### src/rtl/maf_pkg.sv
// Shared sizing helpers for the MAF datapath: alignment window, shift width, exponent bias.
package maf_pkg;

    // Product-aligned window width: 3*m + 2 bits.
    function automatic int unsigned win_width(input int unsigned size_mantissa);
        return 3 * size_mantissa + 2;
    endfunction

    // Width of a shift amount that can reach the full window (0..W inclusive).
    function automatic int unsigned sh_width(input int unsigned size_mantissa);
        return $clog2(3 * size_mantissa + 3);
    endfunction

    function automatic int unsigned exp_bias(input int unsigned size_exponent);
        return (2 ** (size_exponent - 1)) - 1;
    endfunction

endpackage

### src/rtl/align_shift_sticky.sv
// Combinational right shift of the W-bit window, with OR of every bit pushed below it.
module align_shift_sticky #(
    parameter int unsigned W   = 74,
    parameter int unsigned SHW = 7
) (
    input  logic [W-1:0]   din,
    input  logic [SHW-1:0] sh,
    output logic [W-1:0]   dout,
    output logic           sticky
);

    logic [2*W-1:0] wide;

    // The lower half catches whatever falls out of the window; sh <= W by construction.
    always_comb begin
        wide   = {din, {W{1'b0}}} >> sh;
        dout   = wide[2*W-1:W];
        sticky = |wide[W-1:0];
    end

endmodule

### src/rtl/addend_align_stage.sv
// Addend alignment stage: exponent difference, shift clamp and result exponent in stage 1,
// barrel shift plus sticky in stage 2, with valid/ready flow control.
module addend_align_stage
    import maf_pkg::*;
#(
    parameter int unsigned size_exponent = 8,
    parameter int unsigned size_mantissa = 24
) (
    input  logic                                      clk,
    input  logic                                      rst_n,
    input  logic                                      in_valid,
    output logic                                      in_ready,
    input  logic [size_exponent:0]                    exp_ab,
    input  logic [size_exponent-1:0]                  exp_c,
    input  logic [size_mantissa-1:0]                  mant_c,
    input  logic                                      sign_c,
    output logic                                      out_valid,
    input  logic                                      out_ready,
    output logic [win_width(size_mantissa)-1:0]       aligned_c,
    output logic                                      sticky_c,
    output logic [size_exponent:0]                    exp_res,
    output logic                                      product_gt,
    output logic                                      c_dominant,
    output logic                                      sign_out
);

    localparam int unsigned W   = win_width(size_mantissa);
    localparam int unsigned SHW = sh_width(size_mantissa);
    localparam int unsigned DW  = size_exponent + 3;
    localparam int unsigned RW  = ((DW > SHW + 1) ? DW : SHW + 1) + 1;

    localparam logic signed [RW-1:0] M_PLUS_2 = RW'(size_mantissa + 2);
    localparam logic signed [RW-1:0] W_MAX    = RW'(W);

    logic en1;
    logic en2;

    logic signed [DW-1:0]  diff;
    logic signed [RW-1:0]  raw;
    logic [SHW-1:0]        sh_next;
    logic                  gt_next;
    logic                  cdom_next;
    logic [size_exponent:0] exp_next;

    logic                     s1_valid;
    logic [SHW-1:0]           s1_sh;
    logic [size_exponent:0]   s1_exp;
    logic [size_mantissa-1:0] s1_mant;
    logic                     s1_sign;
    logic                     s1_gt;
    logic                     s1_cdom;

    logic [W-1:0] shifted;
    logic         sticky_next;

    always_comb begin
        en2      = !out_valid || out_ready;
        en1      = !s1_valid || en2;
        in_ready = en1;
    end

    always_comb begin
        diff      = $signed({2'b00, exp_ab}) - $signed({3'b000, exp_c});
        raw       = $signed({{(RW - DW){diff[DW-1]}}, diff}) + M_PLUS_2;
        cdom_next = raw < 0;
        gt_next   = {1'b0, exp_c} < exp_ab;
        exp_next  = gt_next ? exp_ab : {1'b0, exp_c};
        if (cdom_next)
            sh_next = '0;
        else if (raw > W_MAX)
            sh_next = SHW'(W);
        else
            sh_next = raw[SHW-1:0];
    end

    always_ff @(posedge clk) begin
        if (!rst_n) begin
            s1_valid <= 1'b0;
            s1_sh    <= '0;
            s1_exp   <= '0;
            s1_mant  <= '0;
            s1_sign  <= 1'b0;
            s1_gt    <= 1'b0;
            s1_cdom  <= 1'b0;
        end else if (en1) begin
            s1_valid <= in_valid;
            if (in_valid) begin
                s1_sh   <= sh_next;
                s1_exp  <= exp_next;
                s1_mant <= mant_c;
                s1_sign <= sign_c;
                s1_gt   <= gt_next;
                s1_cdom <= cdom_next;
            end
        end
    end

    align_shift_sticky #(
        .W   (W),
        .SHW (SHW)
    ) u_align_shift_sticky (
        .din    ({s1_mant, {(2 * size_mantissa + 2){1'b0}}}),
        .sh     (s1_sh),
        .dout   (shifted),
        .sticky (sticky_next)
    );

    // Payload only loads with a real item so a stalled or idle output never changes.
    always_ff @(posedge clk) begin
        if (!rst_n) begin
            out_valid  <= 1'b0;
            aligned_c  <= '0;
            sticky_c   <= 1'b0;
            exp_res    <= '0;
            product_gt <= 1'b0;
            c_dominant <= 1'b0;
            sign_out   <= 1'b0;
        end else if (en2) begin
            out_valid <= s1_valid;
            if (s1_valid) begin
                aligned_c  <= shifted;
                sticky_c   <= sticky_next;
                exp_res    <= s1_exp;
                product_gt <= s1_gt;
                c_dominant <= s1_cdom;
                sign_out   <= s1_sign;
            end
        end
    end

endmodule

### config.mk
export PLATFORM = sky130hd
export DESIGN_NAME = addend_align_stage
export DESIGN_NICKNAME = d
export VERILOG_FILES = /design/src/rtl/maf_pkg.sv /design/src/rtl/align_shift_sticky.sv /design/src/rtl/addend_align_stage.sv
export SDC_FILE = /design/constraint.sdc
export NUM_CORES = 1
export LEC_CHECK = 0
export BUFFER_PORTS_ARGS = -buffer_cell sky130_fd_sc_hd__buf_2
export CAP_MARGIN = 10
export CELL_PAD_IN_SITES_DETAIL_PLACEMENT = 0
export CELL_PAD_IN_SITES_GLOBAL_PLACEMENT = 1
export CORE_MARGIN = 2
export CORE_UTILIZATION = 45
export DETAILED_ROUTE_END_ITERATION = 10
export PLACE_DENSITY = 0.85
export SYNTH_ARGS = -nofsm -noshare
export SYNTH_HDL_FRONTEND = slang
export SYNTH_SLANG_ARGS = --single-unit
### constraint.sdc
create_clock -name clk -period 6.45 [get_ports clk]
set_input_delay 0.3225 -clock clk [delete_from_list [all_inputs] [get_ports clk]]
set_output_delay 0.3225 -clock clk [all_outputs]
set_load 0.02 [all_outputs]
==> impl_metrics.csv <==
group,metric,value,unit
sta,fmax,0.262,GHz
sta,fin_setup_tns,0,ps
finish,layout_common_cells,"nand2_1, buf_2, dfxtp_1, nor2b_1, a22oi_1",
clocking,cts_made_buffers,17,
setup_path,r2r-start,"s1_sh[1]",
place,place_area,9120,um^2
yosys,synthFlopType,"dfxtp_1",
clocking,clk_pin_slew,60,ps
clocking,post_cts_buffers,0,
yosys,avgSynthCellArea,8.31,um^2
yosys,synth-seq-area-share,31.5,%
setup_path,setup.worst_path.class,"reg2reg",
setup_path,path_buf_inv,1,
finish,nFillCells,1763,
floorplan,dieArea,19800,um^2
route,post-route-drc-count,0,
route,detail-route-antenna-nets,0,
route,vias,8130,
place,io_buffers,134,
clocking,cts.path.max_buffers,2,
yosys,synth_fp_nets,1066,
sta,finalSetupViolations,0,
power,p_total,2.34,mW
floorplan,pin_count,135,
yosys,netlist.area_leader.share,31.5,%
sta,fin_crit_sh,59.1,%
place,place.detailed.hpwl,20400,um
setup_path,critPathArrivalTime,4130,ps
yosys,postSynth.asyncResetShare,0,%
route,vias_per_cell,6.07,
hold_path,min-delay-start,"mant_c[12]",
hold_path,hold-path-endpoint,"s1_mant[12]",
yosys,synth_cell_types,73,
place,place_congestion,0.972,
finish,final_common_cell,"nand2_1",
yosys,postSynthCellCount,1010,
yosys,synth_warnings,0,
global_route,grt_pass1_vias,7688,
sta,maxSlewHeadroom,24.1,%
setup_path,worst_path_largest_cell_delay,670,ps
setup_path,critPathTopFamily,"simple AND/OR/NAND/NOR gates",
route,drt-initial-drc-count,823,
finish,syn_to_final_growth,15.7,%
route,dr.pass1.iters,7,
setup_path,crit_chain,"buf_4 > mux4_1 > nor2b_1 > a2111oi_0 > or4_1 > nor4b_2 > nand4_1 > nor4b_2 > nand4_1 > a41o_1",
setup_path,endpoint_kind,"flop",
route,avgRoutedWirePerCell,20.8,um
power,powerDensity,241,nW/um^2
clocking,clk_latency,420,ps
clocking,cts_resized,0,
sta,slew_violations,0,
global_route,grt_antenna_before_repair,0,
floorplan,core_area,18100,um^2
clocking,clockRootBuffer,"clkbuf_16",
finish,drive_gt1_share,20.1,%
global_route,grt_start_max_net_pins,107,
run,cap_violations,0,
clocking,cts_tree,"built",
yosys,synth_area,8400,um^2
global_route,gr-total-overflow,0,
setup_path,r2r_slack,2640,ps
floorplan,die_h,141,um
hold_path,hold_class,"in2reg",
power,max-vdd-ir-drop,0.185,mV
setup_path,start_kind,"flop",
clocking,cts_sinks,132,
yosys,yosys.area.top_type,"dfxtp_1",
clocking,cts-hold-fix-buffers,0,
setup_path,worstPathRequired,6770,ps
yosys,synth_area_leaders,"dfxtp_1, nand2_1, nor2b_1",
power,p_leak,3.98,nW
status,status,"finished clean",
hold_path,hold_depth,3,
clocking,h-tree-depth,4,
sta,min_period,3810,ps
setup_path,worstPathMaxFanout,56,
floorplan,start_util,46.3,%
sta,clock_skew,9.48,ps
finish,finalInstanceArea,9720,um^2
sta,worst_pin_slew,1140,ps
yosys,ys_ff_latch,132,
global_route,grt_usage,28.2,%
setup_path,slowest_stage,"mux4_1",
global_route,grt_pass1_wl,43700,um
sta,rsz0062_at_grt,"false",
route,wirelength,27900,um
floorplan,num_rows,49,
floorplan,die_x,141,um
yosys,synth_edf_count,0,
setup_path,r2r_end,"sticky_c",
sta,hold_viol,0,
setup_path,reg2reg_depth,10,
finish,num_antenna_cells,0,
finish,nets,1153,
sta,holdWs,143,ps
==> stage by stage <==
| step | setup slack [ps] | utilization (%) | instances |
|---|---|---|---|
| 2_1_floorplan | 3410 | - | 1010 |
| 3_3_place_gp | 2690 | 50.3 | 1307 |
| 3_5_place_dp | 2730 | 50.3 | 1307 |
| 4_1_cts | 2700 | 53.5 | 1339 |
| 5_1_grt | 2510 | 53.5 | 1339 |
| 6_report | 2640 | 53.5 | 1339 |
==> flip-flops by register name, indices dropped and copies added (netlist names) <==
| register | flops |
|---|---|
| aligned_c | 74 |
| sign_out | 1 |
| s1_valid | 1 |
| out_valid | 1 |
| s1_exp | 9 |
| exp_res | 9 |
| s1_mant | 24 |
| s1_sh | 7 |
| sticky_c | 1 |
| product_gt | 1 |
| s1_sign | 1 |
| s1_cdom | 1 |
| s1_gt | 1 |
| c_dominant | 1 |
==> final cells by class <==
type / count / area, um^2 / area share (%)
clock buffer: 18 / 439 / 4.52
clock inverter: 14 / 153 / 1.57
inverter: 23 / 86.3 / 0.889
multi-input combinational: 775 / 5330 / 54.8
sequential: 132 / 2650 / 27.2
tap: 229 / 287 / 2.95
timing repair buffer: 148 / 778 / 8.01
==> report_power, final <==
group | total (mW) | switching, mW | internal, mW
logic | 0.491 | 0.308 | 0.183
registers | 0.881 | 0.0366 | 0.844
clock network | 0.969 | 0.386 | 0.583
total | 2.34 | 0.731 | 1.61
==> worst register-to-register path: stages (launching register included) <==
cell,delay [ps]
dfxtp_2,310
buf_4,540
mux4_1,690
nor2b_1,160
a2111oi_0,610
or4_1,370
nor4b_2,240
nand4_1,150
nor4b_2,270
nand4_1,120
a41o_1,250
==> cell usage after synthesis, types with 6 or more instances <==
cell	instances
nand2_1	162
or2_2	6
buf_1	7
nand3_1	18
clkbuf_1	59
mux2_2	17
nor3_1	14
or3_1	6
nand4_1	8
inv_1	21
nor2b_1	72
dfxtp_1	132
a22oi_1	52
a21oi_1	27
buf_2	10
mux4_1	9
a222oi_1	7
o22ai_1	20
o21a_1	8
and2_1	25
a32oi_1	6
nor4_1	7
a32o_1	6
ha_1	9
a31oi_1	7
mux4_2	13
o21ai_0	45
a21boi_0	42
mux2i_1	39
o211a_1	12
nor2_1	46
o211ai_1	9
nand2b_1	11
==> routing by layer <==
metal  global-route usage [%]  vias to the layer above  part of all wire, %  wire length, um
met2                     44.9                      337                   46            12800
li1                         -                     3888                    -                -
met1                     37.0                     3826                   44            12100
met4                     13.8                        0                  4.2             1160
met3                     5.26                       79                  6.2             1740
met5                        0                        -                    0                0
==> kinds of logic (layout without fill, tap and decap cells) <==
logic type      count (synthesis)  count (layout)  share of synthesized area (%)
compound gates                284             284                           24.3
xor+xnor                        6               6                          0.626
fa+ha+maj                      10              10                           1.58
buf+inv                       103             203                           5.16
flops                         132             132                           31.5
mux                            80              80                           13.6
simple gates                  395             395                           23.2
==> how the worst max path moves through the flow <==
stage	from	end	slack [ps]	cells past startpoint
5_1_grt	s1_sh[1]	sticky_c	2510	10
2_1_floorplan	s1_sh[3]	sticky_c	3410	12
4_1_cts	s1_sh[1]	sticky_c	2700	10
6_report	s1_sh[1]	sticky_c	2640	10
3_5_place_dp	s1_sh[1]	sticky_c	2730	10
3_3_place_gp	s1_sh[1]	sticky_c	2690	10
(Power assumes the default switching activity.)
